==> src/rtl/seg_scan_ctrl_pkg.sv <==
// Shared constants for the 4-digit seven-segment scanner: glyph table,
// state encoding and default scan timing.
package seg_pkg;

  localparam int unsigned SHOW_CYCLES_DEF = 50000;
  localparam int unsigned GAP_CYCLES_DEF  = 500;

  localparam logic [0:0] S_GAP  = 1'b0;
  localparam logic [0:0] S_SHOW = 1'b1;

  localparam logic [6:0] SEG_BLANK = 7'h7F;
  localparam logic [3:0] AN_OFF    = 4'hF;

  // Active-low glyphs, bit 0 = segment a ... bit 6 = segment g.
  localparam logic [6:0] GLYPH [16] = '{
    7'h40, 7'h79, 7'h24, 7'h30, 7'h19, 7'h12, 7'h02, 7'h78,
    7'h00, 7'h10, 7'h08, 7'h03, 7'h46, 7'h21, 7'h06, 7'h0E
  };

endpackage

==> src/rtl/seg_scan_ctrl_if.sv <==
// Host-side bundle for seg_scan_ctrl: value loading, blanking control and
// the multiplexed display drive.
interface seg_scan_ctrl_if;
  logic        load;
  logic [15:0] value;
  logic        lz_blank;
  logic [6:0]  seg;
  logic [3:0]  an;
  logic        frame_done;
  logic        pending;

  modport master (
    output load, value, lz_blank,
    input  seg, an, frame_done, pending
  );

  modport slave (
    input  load, value, lz_blank,
    output seg, an, frame_done, pending
  );
endinterface

==> src/rtl/seg_scan_ctrl_hex_glyph.sv <==
// Combinational hex nibble to active-low seven-segment glyph.
module hex_glyph
  import seg_pkg::*;
(
  input  logic [3:0] nib,
  output logic [6:0] seg
);
  always_comb begin
    seg = GLYPH[nib];
  end
endmodule

==> src/rtl/seg_scan_ctrl.sv <==
// Time-multiplexed 4-digit hex display scanner with blanking gaps between
// digits, frame-synchronous value commit and leading-zero suppression.
module seg_scan_ctrl
  import seg_pkg::*;
#(
  parameter int unsigned SHOW_CYCLES = SHOW_CYCLES_DEF,
  parameter int unsigned GAP_CYCLES  = GAP_CYCLES_DEF
) (
  input logic            CLOCK_50,
  input logic            RESET_N,
  seg_scan_ctrl_if.slave bus
);
  localparam int unsigned CNT_MAX = (SHOW_CYCLES > GAP_CYCLES) ? SHOW_CYCLES : GAP_CYCLES;
  localparam int unsigned CNT_W   = (CNT_MAX > 1) ? $clog2(CNT_MAX) : 1;
  localparam logic [CNT_W-1:0] SHOW_LAST = CNT_W'(SHOW_CYCLES - 1);
  localparam logic [CNT_W-1:0] GAP_LAST  = CNT_W'((GAP_CYCLES == 0) ? 0 : GAP_CYCLES - 1);

  logic [0:0]       state_q, state_d;
  logic [1:0]       idx_q, idx_d;
  logic [CNT_W-1:0] cnt_q, cnt_d;
  logic [15:0]      disp_q, disp_d;
  logic [15:0]      pend_val_q, pend_val_d;
  logic             pending_q, pending_d;
  logic [6:0]       seg_q, seg_d;
  logic [3:0]       an_q, an_d;
  logic             frame_done_q, frame_done_d;
  logic             boundary;
  logic [3:0]       nib;
  logic [6:0]       glyph;
  logic             blank;

  always_comb begin
    state_d  = state_q;
    idx_d    = idx_q;
    cnt_d    = cnt_q + 1'b1;
    boundary = 1'b0;
    case (state_q)
      S_GAP: begin
        if (GAP_CYCLES == 0 || cnt_q == GAP_LAST) begin
          state_d = S_SHOW;
          cnt_d   = '0;
        end
      end
      default: begin
        if (cnt_q == SHOW_LAST) begin
          state_d  = (GAP_CYCLES == 0) ? S_SHOW : S_GAP;
          idx_d    = idx_q + 2'd1;
          cnt_d    = '0;
          boundary = (idx_q == 2'd3);
        end
      end
    endcase
  end

  // A load landing on the boundary cycle bypasses the pending register.
  always_comb begin
    disp_d     = disp_q;
    pend_val_d = bus.load ? bus.value : pend_val_q;
    pending_d  = pending_q;
    if (boundary) begin
      if (bus.load)      disp_d = bus.value;
      else if (pending_q) disp_d = pend_val_q;
      pending_d = 1'b0;
    end else if (bus.load) begin
      pending_d = 1'b1;
    end
  end

  assign nib = 4'(disp_q >> {idx_q, 2'b00});

  hex_glyph u_glyph (
    .nib (nib),
    .seg (glyph)
  );

  always_comb begin
    blank        = bus.lz_blank && (idx_q != 2'd0) && ((disp_q >> {idx_q, 2'b00}) == 16'h0000);
    an_d         = AN_OFF;
    seg_d        = SEG_BLANK;
    frame_done_d = boundary;
    if (state_q == S_SHOW) begin
      an_d  = ~(4'b0001 << idx_q);
      seg_d = blank ? SEG_BLANK : glyph;
    end
  end

  always_ff @(posedge CLOCK_50 or negedge RESET_N) begin
    if (!RESET_N) begin
      state_q      <= S_GAP;
      idx_q        <= '0;
      cnt_q        <= '0;
      disp_q       <= '0;
      pend_val_q   <= '0;
      pending_q    <= 1'b0;
      seg_q        <= SEG_BLANK;
      an_q         <= AN_OFF;
      frame_done_q <= 1'b0;
    end else begin
      state_q      <= state_d;
      idx_q        <= idx_d;
      cnt_q        <= cnt_d;
      disp_q       <= disp_d;
      pend_val_q   <= pend_val_d;
      pending_q    <= pending_d;
      seg_q        <= seg_d;
      an_q         <= an_d;
      frame_done_q <= frame_done_d;
    end
  end

  assign bus.seg        = seg_q;
  assign bus.an         = an_q;
  assign bus.frame_done = frame_done_q;
  assign bus.pending    = pending_q;
endmodule

==> src/flat_wrapper.sv <==
// flat-port wrapper written by rule: the top's interface ports become plain ports
module seg_scan_ctrl_flat import seg_pkg::*;
#(
  parameter int unsigned SHOW_CYCLES = SHOW_CYCLES_DEF,
  parameter int unsigned GAP_CYCLES  = GAP_CYCLES_DEF
)
  (CLOCK_50, RESET_N, bus_load, bus_value, bus_lz_blank, bus_seg, bus_an, bus_frame_done, bus_pending);
  seg_scan_ctrl_if bus_i ();
  input logic CLOCK_50;
  input logic RESET_N;
  input wire logic [$bits(bus_i.load)-1:0] bus_load;
  input wire logic [$bits(bus_i.value)-1:0] bus_value;
  input wire logic [$bits(bus_i.lz_blank)-1:0] bus_lz_blank;
  output wire logic [$bits(bus_i.seg)-1:0] bus_seg;
  output wire logic [$bits(bus_i.an)-1:0] bus_an;
  output wire logic [$bits(bus_i.frame_done)-1:0] bus_frame_done;
  output wire logic [$bits(bus_i.pending)-1:0] bus_pending;
  assign bus_i.load = bus_load;
  assign bus_i.value = bus_value;
  assign bus_i.lz_blank = bus_lz_blank;
  assign bus_seg = bus_i.seg;
  assign bus_an = bus_i.an;
  assign bus_frame_done = bus_i.frame_done;
  assign bus_pending = bus_i.pending;
  seg_scan_ctrl #(.SHOW_CYCLES(SHOW_CYCLES), .GAP_CYCLES(GAP_CYCLES)) u_core (.CLOCK_50(CLOCK_50), .RESET_N(RESET_N), .bus(bus_i));
endmodule
==> config.mk <==
export PLATFORM = sky130hd
export DESIGN_NAME = seg_scan_ctrl_flat
export DESIGN_NICKNAME = d
export VERILOG_FILES = /design/src/rtl/seg_scan_ctrl_pkg.sv /design/src/rtl/seg_scan_ctrl_if.sv /design/src/rtl/seg_scan_ctrl_hex_glyph.sv /design/src/rtl/seg_scan_ctrl.sv /design/src/flat_wrapper.sv
export SDC_FILE = /design/constraint.sdc
export NUM_CORES = 1
export LEC_CHECK = 0
export ABC_CLOCK_PERIOD_IN_PS = 2300
export BUFFER_PORTS_ARGS = -buffer_cell sky130_fd_sc_hd__buf_4
export CAP_MARGIN = 25
export CORE_MARGIN = 3
export CORE_UTILIZATION = 53
export DETAILED_ROUTE_END_ITERATION = 16
export HOLD_SLACK_MARGIN = 0.08
export PLACE_DENSITY_LB_ADDON = 0.05
export SYNTH_ARGS = -nofsm -noshare
export SYNTH_HDL_FRONTEND = slang
export SYNTH_SLANG_ARGS = --single-unit
==> constraint.sdc <==
create_clock -name CLOCK_50 -period 2.3 [get_ports CLOCK_50]
set_input_delay 0.115 -clock CLOCK_50 [delete_from_list [all_inputs] [get_ports CLOCK_50]]
set_output_delay 0.115 -clock CLOCK_50 [all_outputs]
set_load 0.01 [all_outputs]
# After elaboration in Yosys (flattened, before gate mapping)
# Memories as Yosys holds them, arrays and structs flattened.
# Index checks and enable logic that the tools add are counted.
op_classes:
  addsub: 2
  mul: 0
  div: 0
  magnitude_cmp: 1
  n_eq_ne: 3
  shifts: 2
  n_mux: 17
  bitwise_logic: 2
  reduce_logical: 8
ops:
  columns: ["cell", "count"]
  rows:
  - ["$mux 16", 5]
  - ["$mux 7", 4]
  - ["$add 16x1->16 const B", 1]
  - ["$eq 16x16->1 const B", 1]
  - ["$eq 16x9->1 const B", 1]
  - ["$logic_not 16->1", 1]
  - ["$shr 16x4->16", 1]
  - ["$mux 1", 7]
  - ["$reduce_bool 2->1", 3]
  - ["$ge 5x5->1 const B", 1]
  - ["$not 4->5", 1]
  - ["$mux 4", 1]
  - ["$not 4->4", 1]
  - ["$reduce_and 2->1", 2]
  - ["$shl 1x2->4 const A", 1]
  - ["$add 2x1->2 const B", 1]
  - ["$eq 2x2->1 const B", 1]
  - ["$logic_and 1x1->1", 2]
totals:
  ff_bits: 64
  latch_bits: 0
  mem_bits_rw: 0
  rom_bits: 112
  in_bits: 20
  out_inout_bits: 13
  wordCells: 45
  n_memories: 1
mem_list:
  columns: ["name", "depth", "width", "rd", "rd_clocked_by_memory_dff", "wr", "line", "text"]
  rows:
  - ["(no name shown)", 16, 7, 1, 0, 0, "seg_scan_ctrl_hex_glyph.sv:9", "seg = GLYPH[nib];"]

# Depth between registers and ports, before layout
depth:
  ltp_word: 7
  mapped_depth: 9
  ltp_nobuf: 7

# By module
# A second synthesis with hierarchy kept.
unflattened:
  cells_unflattened: 240
  area_unflattened_um2: 3014.1
by_module_without_submodules:
  columns: ["module", "n_inst", "cells_each", "area_per_inst_um2", "seq_area_each_um2"]
  rows:
  - ["seg_scan_ctrl", 1, 205, 2766.4, 1615.3]
  - ["hex_glyph", 1, 35, 247.7, 0.0]

# Worst setup path before layout
# Ideal clock, no wire load.
synth_timing:
  path_type: "register to register"
  start: "reg u_core.idx_q[1]"
  end: "reg u_core.seg_q[0] (netlist: u_core.bus.seg[0])"
  setup_time_ps: 91
  arrival_time_ps: 2264
  t_required_ps: 2209
  slack_ps: -55
  path_stages_with_launch: 10
  n_path_buf: 2
  synth_period_minus_slack_ps: 2355
  cell_sequence: "dfrtp_1 -> clkbuf_1 -> clkbuf_1 -> mux4_2 -> inv_1 -> ha_1 -> nor2_1 -> a211o_1 -> o31a_1 -> o31ai_1"
synth_between:
  elab_chain_cells: 7
  word_cells_on_any_way: 11
  classes_between: "shift: 1; mux: 4; bitwise: 1; reduce/logical: 4; memory: 1"
synth_rtl:
  columns: ["element", "line", "text"]
  rows:
  - ["start, declared", "seg_scan_ctrl.sv:19", "logic [1:0] idx_q, idx_d;"]
  - ["start signal, assigned", "seg_scan_ctrl.sv:100", "idx_q <= idx_d;"]
  - ["$shr 16x4->16", "seg_scan_ctrl.sv:69", "assign nib = 4'(disp_q >> {idx_q, 2'b00});"]
  - ["$not 4->5 (implied by the code)", "seg_scan_ctrl_hex_glyph.sv:9", null]
  - ["$mem_v2 16x7", null, null]
  - ["$mux 7 (implied by the code) (2 in a row)", "seg_scan_ctrl_hex_glyph.sv:9", null]
  - ["$mux 7 *", "seg_scan_ctrl.sv:83", "seg_d = blank ? SEG_BLANK : glyph;"]
  - ["$mux 7 *", "seg_scan_ctrl.sv:81", "if (state_q == S_SHOW) begin"]
  - ["named net u_core.seg_d[0]", "seg_scan_ctrl.sv:24", "logic [6:0] seg_q, seg_d;"]
  - ["end signal, assigned", "seg_scan_ctrl.sv:105", "seg_q <= seg_d;"]
  - ["end, declared", "seg_scan_ctrl.sv:24", null]
# The timed path passes the listed nets; every way through them passes the cells marked *. The select of a mux whose other input is x is not followed.
# A chain may end at the register's enable or synchronous reset.

# Worst setup path in the final report
layout_timing:
  start: "reg u_core.cnt_q[11]"
  end: "reg u_core.idx_q[1]"
layout_between:
  elab_chain_cells: 2
layout_rtl:
  columns: ["element", "line", "text"]
  rows:
  - ["start, declared", "seg_scan_ctrl.sv:20", "logic [CNT_W-1:0] cnt_q, cnt_d;"]
  - ["start signal, assigned", "seg_scan_ctrl.sv:101", "cnt_q <= cnt_d;"]
  - ["$eq 16x16->1", "seg_scan_ctrl.sv:45", "if (cnt_q == SHOW_LAST) begin"]
  - ["$reduce_and 2->1 (no line)", null, null]
# Every way passes these cells.

==> results by group <==
Power and ir drop
  – Leakage: 1.80 nW
  – Power density over cell area: 569 nW/um^2
  – Worst IR Drop VDD: 0.468 mV
  – P_int: 1.75 mW
  – NetSw: 0.492 mW
  – Sequential share of power: 51.7%
  – Clock Power Share: 43.2%
  – Comb pwr share: 5.1%
  – Switching part of the total power: 21.9%

Placed design
  – Post-DP HPWL: 4310 microns
  – Place WS: -0.0189 ns
  – GPL Wtd Cong: 0.861
  – Port bufs: 32

STA
  – Setup TNS: -0.0600 ns
  – RSZ-0062 raised after global routing: true
  – Max-slew headroom: 49.8%
  – Max Clk Rate: 428 MHz
  – Tmin final: 2.34 ns
  – Period utilization: 102%
  – Max-slew violation count: 0
  – Hold Vio Cnt, Final: 0
  – Worst-Margin Slew: 0.754 ns
  – Final WS setup: -0.0392 ns
  – Skew final: 0.00958 ns
  – Final number of setup-violating endpoints: 4

Route
  – DRT Pass-1 Iters: 4
  – First DRT Iteration DRCs: 80
  – Routed vias: 2137
  – Routed vias/inst: 5.22
  – Routed WL per cell: 14.8 microns
  – Detail Route Antenna Nets: 0
  – DRC: 0
  – Wirelength, routed: 6050 microns

Synthesis
  – Yosys reg bits: 64
  – Netlist Area Pre-Place: 3130 sq um
  – Post-synth top flop: dfrtp_1
  – Syn nets: 294
  – Mapped Cells: 263
  – Async S/R FF share, synth: 100%
  – Post-synth EDFFs: 0
  – Post-synth top area share: 42.4%
  – Sequential fraction of the synthesis area: 51.7%
  – Cell variety after synth: 46
  – Post-synth top cells: 53 x dfrtp_1, 25 x mux2_2, 25 x nor2_1
  – Post-synth top area cell: dfrtp_1
  – Avg Synthesized Cell Area: 11.9 sq um
  – Warnings from Yosys: 0
  – Dominant cells by area after synthesis: dfrtp_1 42%, dfstp_2 9.2%, mux2_2 9.0%
  – Cell with the most instances after synthesis: dfrtp_1

Worst setup path
  – Cell repeated most along the worst path: or4_4
  – CP required: 2.52 ns
  – Critical-path maximum fanout: 4
  – Reg2reg end: u_core.idx_q[1]$_DFFE_PN0P_
  – Sum of buffers and inverters on the critical path: 0
  – CP Class: register to register
  – Slowest CP cell: or4_4
  – Reg2reg start: u_core.cnt_q[11]$_DFF_PN0_
  – Worst Path Arrival: 2.56 ns
  – Reg2Reg Depth: 4
  – Setup crit end kind: register
  – Startpoint types: register
  – Setup slack, reg-to-reg: -0.04 ns
  – Crit path max-delay family: simple AND/OR/NAND/NOR gates
  – CP cell instances: or4_4 -> or4_4 -> or4_4 -> mux2_4
  – CP peak stage delay: 0.55 ns

Clock tree
  – Worst skew pair latency: 0.34 ns
  – H-tree levels: 3
  – Total CTS buffers: 9
  – Clock slew at reported path FFs: 0.07 ns
  – Clock Tree Buf Depth: 2
  – CTS tree: done
  – CTS Sinks: 64
  – Clock Root Buffer: clkbuf_8

Status
  – Failing checks: setup timing
  – Status: finished with violations

GRT
  – Largest net degree at the start of global routing: 65
  – Vias in the first global route: 2124
  – GRT Util Overall: 20.0%
  – Initial antenna violation count: 0
  – First-pass GRT wire length: 10200 microns
  – Grt ovf: 0

Worst hold path
  – Hold path start: bus_load
  – Hold EP: u_core.bus.pending$_DFFE_PN0P_
  – Worst min-delay path class: input pin to register
  – WHS Path Cells: 3

Floorplanning
  – Core area: 5610 sq um
  – DIE AREA: 6860 sq um
  – IO Pins: 33
  – Chip width: 82.8 microns
  – Die extent in y: 82.8 microns
  – Site row count: 27
  – Starting Density: 55.7%

Cells and area
  – Area Overhead vs Synth: 26.2%
  – Final Net Count: 363
  – Ant diodes: 0
  – Share of layout cells above drive strength 1: 37.1%

Flow run
  – Max-Cap Viols: 0
layout make-up:
| class | count | area [sq um] |
|---|---|---|
| fill | 424 | 1660 |
| sequential | 64 | 1620 |
| multi-input combinational | 181 | 1430 |
| timing repair buffer | 68 | 578 |
| clock buffer | 10 | 138 |
| tap | 72 | 90.1 |
| clock inverter | 6 | 67.6 |
| inverter | 8 | 30.0 |
placed cells by master, fill, tap and decap left out, types with 3 or more instances in the layout:
cell type      netlist  final
dfrtp_1             53     53
buf_4                0     49
nor2_1              25     25
mux2_2              25     25
nand3_1             21     21
nand2_1             19     18
dlygate4sd3_1        0     17
mux2_4              11     11
ha_1                11     11
dfstp_2             11     11
clkbuf_8             0     10
inv_1                7      7
xnor2_1              8      7
xor2_1               7      7
nor4_1               5      5
o21ai_0              5      5
nor3_1               4      4
mux2i_1              4      4
or4_4                3      3
nand4_1              3      3
a21oi_1              3      3
state kept, by name, summed over array words and instances (netlist names):
signal and cells:
u_core.bus.an 4, u_core.bus.frame_done 1, u_core.bus.pending 1, u_core.bus.seg 7, u_core.cnt_q 16, u_core.disp_q 16
u_core.idx_q 2, u_core.pend_val_q 16, u_core.state_q 1
worst max-delay path by stage:
| stage | endpoint | from | slack [ns] | depth (start not counted) |
|---|---|---|---|---|
| 5_1_grt | u_core.idx_q[1]$_DFFE_PN0P_ | u_core.cnt_q[11]$_DFF_PN0_ | -0.08 | 4 |
| 2_1_floorplan | u_core.idx_q[1]$_DFFE_PN0P_ | u_core.cnt_q[11]$_DFF_PN0_ | -0.008 | 4 |
| 3_5_place_dp | u_core.idx_q[1]$_DFFE_PN0P_ | u_core.cnt_q[11]$_DFF_PN0_ | -0.02 | 4 |
| 3_3_place_gp | u_core.idx_q[1]$_DFFE_PN0P_ | u_core.cnt_q[11]$_DFF_PN0_ | 0.03 | 4 |
| 6_report | u_core.idx_q[1]$_DFFE_PN0P_ | u_core.cnt_q[11]$_DFF_PN0_ | -0.04 | 4 |
| 4_1_cts | u_core.idx_q[1]$_DFFE_PN0P_ | u_core.cnt_q[11]$_DFF_PN0_ | -0.03 | 4 |
cell families (layout without fill, tap and decap cells):
family	count (synthesis)	count (layout)	synth area share, %
compound gates	20	20	4.24
flops	64	64	51.7
simple gates	93	93	15.3
fa+ha+maj	11	11	4.40
buf+inv	18	92	3.20
mux	42	42	17.0
xor+xnor	15	15	4.20
metal layers:
layer / track usage [%] / routed length (microns) / up-vias
met2: 30.9 / 2850 / 56
met5: 0 / 0 / -
li1: - / - / 1069
met4: 8.50 / 87 / 0
met3: 4.00 / 275 / 7
met1: 27.5 / 2840 / 1005
worst reg2reg max path, stage by stage, from the launching register on:
cell and delay [ns]:
dfrtp_1 0.38, or4_4 0.55, or4_4 0.44, or4_4 0.54, mux2_4 0.31
power by group through the flow:
stage	registers, mW	logic (mW)	clock network [mW]
2_1_floorplan	1.18	0.0405	0
3_3_place_gp	1.18	0.0924	0
3_5_place_dp	1.18	0.0947	0
4_1_cts	1.16	0.118	0.989
5_1_grt	1.16	0.129	1.03
6_report	1.16	0.114	0.969
timing repair:
| item | in CTS | in global routing |
|---|---|---|
| endpoints found under the hold margin | 69 | 0 |
| hold buffers | 17 | 0 |
| resized for setup | 0 | 3 |
| setup buffers | 0 | 0 |
| endpoints found under the setup margin | 12 | 30 |
per-stage QoR:
| step | util, % | hold WS, ns | instance area, sq um | instances | power, mW |
|---|---|---|---|---|---|
| floorplan | - | -0.181 | 3130 | 263 | 1.22 |
| global placement | 63.4 | 0.237 | 3550 | 376 | 1.27 |
| detailed placement | 63.4 | 0.246 | 3550 | 376 | 1.28 |
| global route | 70.3 | 0.267 | 3940 | 409 | 2.33 |
| finish | 70.3 | 0.230 | 3940 | 409 | 2.24 |
| CTS | 70.1 | 0.233 | 3930 | 409 | 2.27 |
(Power assumes the default switching activity.)
